**src/rtl/minterm_enum.sv**
```systemverilog
// ============================================================================
// Module   : minterm_enum
// Brief    : Walks a 2^N-bit truth table and hands out, one per valid/ready
//            handshake, every input vector whose table bit is set, ascending.
//            Optional macro MINTERM_ENUM_MAXTERM_EN adds a `mode` input that
//            selects maxterm enumeration (table bits that are clear).
// Revision : 1.0 - initial release
// ============================================================================
`default_nettype none

module minterm_enum #(
  parameter int N  = 3,
  parameter int CW = N + 1
) (
  input  logic            clk,
  input  logic            rst_n,
`ifdef MINTERM_ENUM_MAXTERM_EN
  input  logic            mode,
`endif
  input  logic            start,
  input  logic [2**N-1:0] tbl,
  output logic [N-1:0]    out_x,
  output logic            out_valid,
  input  logic            out_ready,
  output logic            busy,
  output logic            done,
  output logic [CW-1:0]   count
);

  localparam logic [N-1:0] c_last_idx = {N{1'b1}};

  typedef enum logic [1:0] {
    IDLE = 2'd0,
    SCAN = 2'd1,
    OUT  = 2'd2,
    DONE = 2'd3
  } state_t;

  state_t          r_state;
  state_t          w_state_nxt;
  logic [2**N-1:0] r_tbl;
  logic [N-1:0]    r_idx;
  logic [N-1:0]    r_out_x;
  logic [CW-1:0]   r_count;
  logic            w_hit;
  logic            w_last;

`ifdef MINTERM_ENUM_MAXTERM_EN
  logic            r_mode;
  // In maxterm mode a cleared table bit is the one being reported.
  assign w_hit = r_tbl[r_idx] ^ r_mode;
`else
  assign w_hit = r_tbl[r_idx];
`endif

  assign w_last = (r_idx == c_last_idx);

  always_comb begin
    w_state_nxt = r_state;
    case (r_state)
      IDLE: if (start) w_state_nxt = SCAN;
      SCAN: begin
        if (w_hit)       w_state_nxt = OUT;
        else if (w_last) w_state_nxt = DONE;
      end
      OUT:  if (out_ready) w_state_nxt = w_last ? DONE : SCAN;
      DONE: w_state_nxt = IDLE;
      default: w_state_nxt = IDLE;
    endcase
  end

  always_ff @(posedge clk or negedge rst_n) begin
    if (!rst_n) begin
      r_state <= IDLE;
      r_tbl   <= '0;
      r_idx   <= '0;
      r_out_x <= '0;
      r_count <= '0;
`ifdef MINTERM_ENUM_MAXTERM_EN
      r_mode  <= 1'b0;
`endif
    end else begin
      r_state <= w_state_nxt;
      case (r_state)
        IDLE: begin
          if (start) begin
            r_tbl   <= tbl;
            r_idx   <= '0;
            r_count <= '0;
`ifdef MINTERM_ENUM_MAXTERM_EN
            r_mode  <= mode;
`endif
          end
        end
        SCAN: begin
          if (w_hit)        r_out_x <= r_idx;
          else if (!w_last) r_idx   <= r_idx + N'(1);
        end
        OUT: begin
          // The index stops at the last entry; the run ends instead of wrapping.
          if (out_ready) begin
            r_count <= r_count + CW'(1);
            if (!w_last) r_idx <= r_idx + N'(1);
          end
        end
        default: ;
      endcase
    end
  end

  assign out_x     = r_out_x;
  assign out_valid = (r_state == OUT);
  assign busy      = (r_state != IDLE);
  assign done      = (r_state == DONE);
  assign count     = r_count;

endmodule

`default_nettype wire

```
**config.mk**
```make
export PLATFORM = sky130hd
export DESIGN_NAME = minterm_enum
export DESIGN_NICKNAME = d
export VERILOG_FILES = /design/src/rtl/minterm_enum.sv
export SDC_FILE = /design/constraint.sdc
export NUM_CORES = 1
export LEC_CHECK = 0
export BUFFER_PORTS_ARGS = -buffer_cell sky130_fd_sc_hd__buf_2
export CELL_PAD_IN_SITES_DETAIL_PLACEMENT = 2
export CELL_PAD_IN_SITES_GLOBAL_PLACEMENT = 2
export CORE_MARGIN = 2
export CORE_UTILIZATION = 34
export DETAILED_ROUTE_END_ITERATION = 12
export PLACE_DENSITY_LB_ADDON = 0.1
export RECOVER_POWER = 25
export SLEW_MARGIN = 15
export SYNTH_ARGS = -nofsm -noshare
export SYNTH_HDL_FRONTEND = slang
export SYNTH_SLANG_ARGS = --single-unit
```
**constraint.sdc**
```tcl
create_clock -name clk -period 3.1 [get_ports clk]
set_clock_uncertainty 0.2 [all_clocks]
set_input_delay 0.62 -clock clk [delete_from_list [all_inputs] [get_ports clk]]
set_output_delay 0.62 -clock clk [all_outputs]
set_load 0.005 [all_outputs]
```
After elaboration in Yosys (flattened, before gate mapping)

Index checks and enable logic that the tools add are counted.

Flip-flop bits (word level): 20
Word-level logic and storage cells: 41

$add $sub $neg: 2
Magnitude comparators: 1
Equality and inequality tests: 8
Multiplexer cells: 16
Reduce and logical (&&, ||, !) cells: 9

Operators by type and width:

| operator                                                               | number |
|---|---|
| 3-bit 2-to-1 mux                                                       | 4 |
| 2-bit 2-to-1 mux                                                       | 5 |
| 3-bit case mux with 3 select lines                                     | 1 |
| 4-bit 2-to-1 mux                                                       | 2 |
| 2-bit case mux with 4 select lines                                     | 1 |
| 4-bit case mux with 2 select lines                                     | 1 |
| 3-bit AND reduction                                                    | 2 |
| 4-bit by 1-bit adder with 4-bit output (second input constant)         | 1 |
| 2-bit equality test (second input constant)                            | 2 |
| 3-bit by 4-bit < comparator with 1-bit output (second input constant)  | 1 |
| 2-bit != test (second input constant)                                  | 2 |
| 2-bit AND reduction                                                    | 2 |
| 4-bit AND reduction                                                    | 1 |
| 2-bit nonzero test                                                     | 2 |
| 3-bit by 1-bit adder with 3-bit output (second input constant)         | 1 |
| 1-bit binary-select mux with 3-bit select                              | 1 |
| 3-bit equality test (second input constant)                            | 1 |
| 3-bit != test (second input constant)                                  | 1 |
| 3-bit nonzero test                                                     | 1 |
| 2-bit by 1-bit equality test with 1-bit output (second input constant) | 1 |
| 2-bit zero test                                                        | 1 |
| 2-bit by 1-bit != test with 1-bit output (second input constant)       | 1 |
| 1-bit 2-to-1 mux                                                       | 1 |

Depth between registers and ports, before layout

Depth in word-level cells: 4
Mapped depth: 7
Gate-level depth less buffers: 7

Least setup slack after synthesis

OpenSTA, ideal clock, no wires.

Path kind: reg2reg
Start: reg r_state[0]
End: reg r_idx[0]
Setup time: 125 ps
Arrival time: 1,935 ps
Slack: 840 ps
Cell stages (with the launch flop): 8
Buffers on the path: 1
Period minus slack after synthesis: 2,260 ps
Cells stage by stage: dfrtp_1 inv_1 ha_1 clkbuf_1 a21oi_1 nand2_1 a21oi_2 mux2_4

Word-level cells in the longest chain between the ends: 3
Elaborated cells between the ends (all ways): 9

Ends and longest elaborated chain:

| item                                                                                     | RTL line | source |
|---|---|---|
| start, declared                                                                          | 39       | `state_t r_state;` |
| start signal, assigned                                                                   | 83       | `r_state <= w_state_nxt;` |
| 2-bit equality test (*)                                                                  | n/a      |  |
| net out_valid                                                                            | 23       | `output logic out_valid,` |
| 2-bit by 1-bit != test with 1-bit output (no line) or 3-bit nonzero test (tied branches) | n/a      |  |
| 4-bit AND reduction (no line)                                                            | n/a      |  |
| end signal, assigned                                                                     | 97       | `else if (!w_last) r_idx <= r_idx + N'(1);` |
| end signal, assigned                                                                     | 103      | `if (!w_last) r_idx <= r_idx + N'(1);` |
| end, declared                                                                            | 42       | `logic [N-1:0] r_idx;` |

Mark *: on every way through the listed nets, which the timed path passes. The rest lies on a longest branch.
A chain may end at the register's enable or synchronous reset.

Worst setup path after layout

Start: reg r_state[0]
End: out out_valid

Word-level cells in the longest chain between the ends: 1

Ends and longest elaborated chain:

| item                | RTL line | source |
|---|---|---|
| 2-bit equality test | 112      | `assign out_valid = (r_state == OUT);` |
| end, declared       | 23       |  |

No other way between the ends.

==> results_dict.tcl <==
set metrics [dict create \
    wl_met3_microns 94 \
    drt_wl_total_microns 2620 \
    synth_top_area_share_pct 44.6 \
    cp.buffers_inverters 2 \
    grt_pass1_wl_microns 4480 \
    hold_viol 0 \
    yosys_warnings 0 \
    synthesis.nets 121 \
    p_int_mw 0.750 \
    finalNonFillerCells 169 \
    grt_max_degree 21 \
    hold_path.class "in2async" \
    required_ns 2.28 \
    power.density_mw_per_mm2 964 \
    overflow 0 \
    post_drt_wl_per_cell_microns 15.5 \
    yosysSeqAreaShare_pct 44.6 \
    p_seq_share_pct 37.2 \
    tritoncts "yes" \
    synth_seq_cells 20 \
    portBuffers 21 \
    p_switching_mw 0.513 \
    max_freq_mhz 427 \
    drt_first_pass_iters 4 \
    root_buffer "clkbuf_4" \
    final.min_clock_period_ns 2.34 \
    drcViolationCount 0 \
    hpwl_microns 2010 \
    layout-drive-gt1-share_pct 31.2 \
    dieArea_sq_mm 0.00378 \
    setup-tns-final_ns 0 \
    drt_iter0_drc 33 \
    crit_type "reg2out" \
    area_delta_synth_final_pct 16.7 \
    clk_pin_slew_ns 0.12 \
    power_frac_comb_pct 50.2 \
    io_pins 22 \
    yosysUniqueCellTypes 35 \
    leakagePower_nw 0.629 \
    final_nets 146 \
    vias 857 \
    synthTopCellsByArea "dfrtp_1 45%, ha_1 8.9%, mux2_2 8.0%" \
    hold_buffers 0 \
    clk_path_buf_depth 2 \
    grt_pass1_vias 926 \
    clock_power_share_pct 12.7 \
    cts_resized 0 \
    netSwitchingFraction_pct 40.6 \
    dieHeight_microns 61.5 \
    clkSinkCount 20 \
    coreArea_sq_mm 0.00310 \
    rows 20 \
    synthFlopType "dfrtp_1" \
    chipWidth_microns 61.5 \
    worstPathMaxFanout 10 \
    cp-start-kind "register" \
    vdd_ir_drop_max_mv 0.292 \
    synthArstFlopShare_pct 100 \
    synth.avg_cell_area_sq_um 11.1 \
    drv_slew 0 \
    status "completed" \
    track_usage_pct 16.6 \
    vias_per_cell 5.07 \
    postSynthCellCount 101 \
    clock_latency_ns 0.32 \
    start_util_pct 36.2 \
    place_congestion 0.755 \
    syn_area_sq_mm 0.00112 \
    htree_levels 1 \
    synthTopCellsByCount "20 x dfrtp_1, 10 x nand2_1, 8 x ha_1, 8 x inv_1, 8 x mux2_2" \
    relSlewSlack_pct 25.5 \
    max_cap_viol_count 0 \
    tightest_slew_ns 1.12 \
    ant_nets 0 \
    crit_slowest_cell "dfrtp_1" \
    cts_setup_buffers 0 \
    synth-edff-count 0 \
    rsz0062_at_grt "false" \
    worstSetupEndpointType "primary output" \
    met2_wirelength_microns 1360 \
    dp.cells 165 \
    wl_met1_microns 1130 \
    layout_worst_path_cycle_share_pct 75.6 \
    crit_family "flip-flops" \
    cts_buffers 3 \
    max_stage_delay_ns 0.47 \
    yosysTopAreaCell "dfrtp_1" \
    antenna_found_initial 0 \
    antennaDiodeCount 0 \
    cp.arrival_ns 1.52 \
    highest_layer "met4" \
    setup_viol 0 \
    critical_path.cell_chain "inv_1 > ha_1 > buf_2" \
    synth_most_common_cell "dfrtp_1" \
]
[cell families (layout without fill, tap and decap cells)]
family / count (synthesis) / count (layout) / share of synthesized area (%)
and+or+nand+nor: 27 / 27 / 13.2
AOI/OAI and AO/OA: 21 / 21 / 14.3
DFF: 20 / 20 / 44.6
muxes: 15 / 15 / 15.0
buffers and inverters: 10 / 34 / 4.01
adders and majority gates: 8 / 8 / 8.92
[cells in the final DEF (no fill, tap or decap), types with 2 or more instances in the layout]
cell type	n
o22ai_1	2
nor2_1	2
ha_1	8
a2111oi_1	2
mux2_1	3
buf_2	20
inv_1	8
a21oi_1	4
o21ai_0	2
nand2_1	10
clkbuf_4	3
dfrtp_1	20
mux2_2	8
mux2i_1	3
nor3_1	3
nor2b_1	5
[worst paths after layout]
kind                                   startpoint                    to  slack (ns)  cells after the start
min reg2reg                  out_x[1]$_DFFE_PN0P_  out_x[1]$_DFFE_PN0P_        0.31                      1
min in group clk             out_x[1]$_DFFE_PN0P_  out_x[1]$_DFFE_PN0P_        0.31                      1
max reg2reg                r_state[0]$_DFFE_PN0P_  r_idx[0]$_DFFE_PN0P_        0.76                      8
max in group asynchronous                   rst_n  r_tbl[0]$_DFFE_PN0P_        1.75                      1
min                                         rst_n  out_x[0]$_DFFE_PN0P_        0.28                      1
max                        r_state[0]$_DFFE_PN0P_             out_valid        0.76                      3
[sequential cells by signal (all words and copies together) (netlist names)]
name     cells
r_tbl        8
count        4
out_x        3
r_idx        3
r_state      2
[metrics by stage]
step / cell area, sq um / utilization (%) / power [mW] / hold slack, ns / worst slack, ns
floorplan: 1120 / - / 0.927 / 0.124 / 0.840
global placement: 1270 / 41.1 / 1.08 / 0.277 / 0.823
detailed placement: 1270 / 41.1 / 1.12 / 0.282 / 0.763
CTS: 1310 / 42.3 / 1.29 / 0.0446 / 0.725
global route: 1310 / 42.2 / 1.38 / 0.321 / 0.561
finish: 1310 / 42.2 / 1.26 / 0.283 / 0.756
[final cells by class]
cell class	count	area, sq um
Tap cell	44	55.1
Clock buffer	4	36.3
Fill cell	360	1790
Timing Repair Buffer	22	111
Multi-Input combinational cell	71	577
Inverter	8	30.0
Sequential cell	20	500
[layer usage]
layer,GRT usage (%),vias to the layer above
met5,0,-
met4,5.47,0
met3,4.41,4
met2,28.7,14
met1,19.9,426
li1,-,413
[power groups by stage]
stage / Combinational (mW) / Clock [mW] / Sequential (mW)
2_1_floorplan: 0.491 / 0 / 0.436
3_5_place_dp: 0.641 / 0 / 0.476
4_1_cts: 0.645 / 0.171 / 0.471
6_report: 0.633 / 0.160 / 0.469
5_1_grt: 0.713 / 0.179 / 0.489
3_3_place_gp: 0.610 / 0 / 0.471
Power figures use the tool's default switching activity.
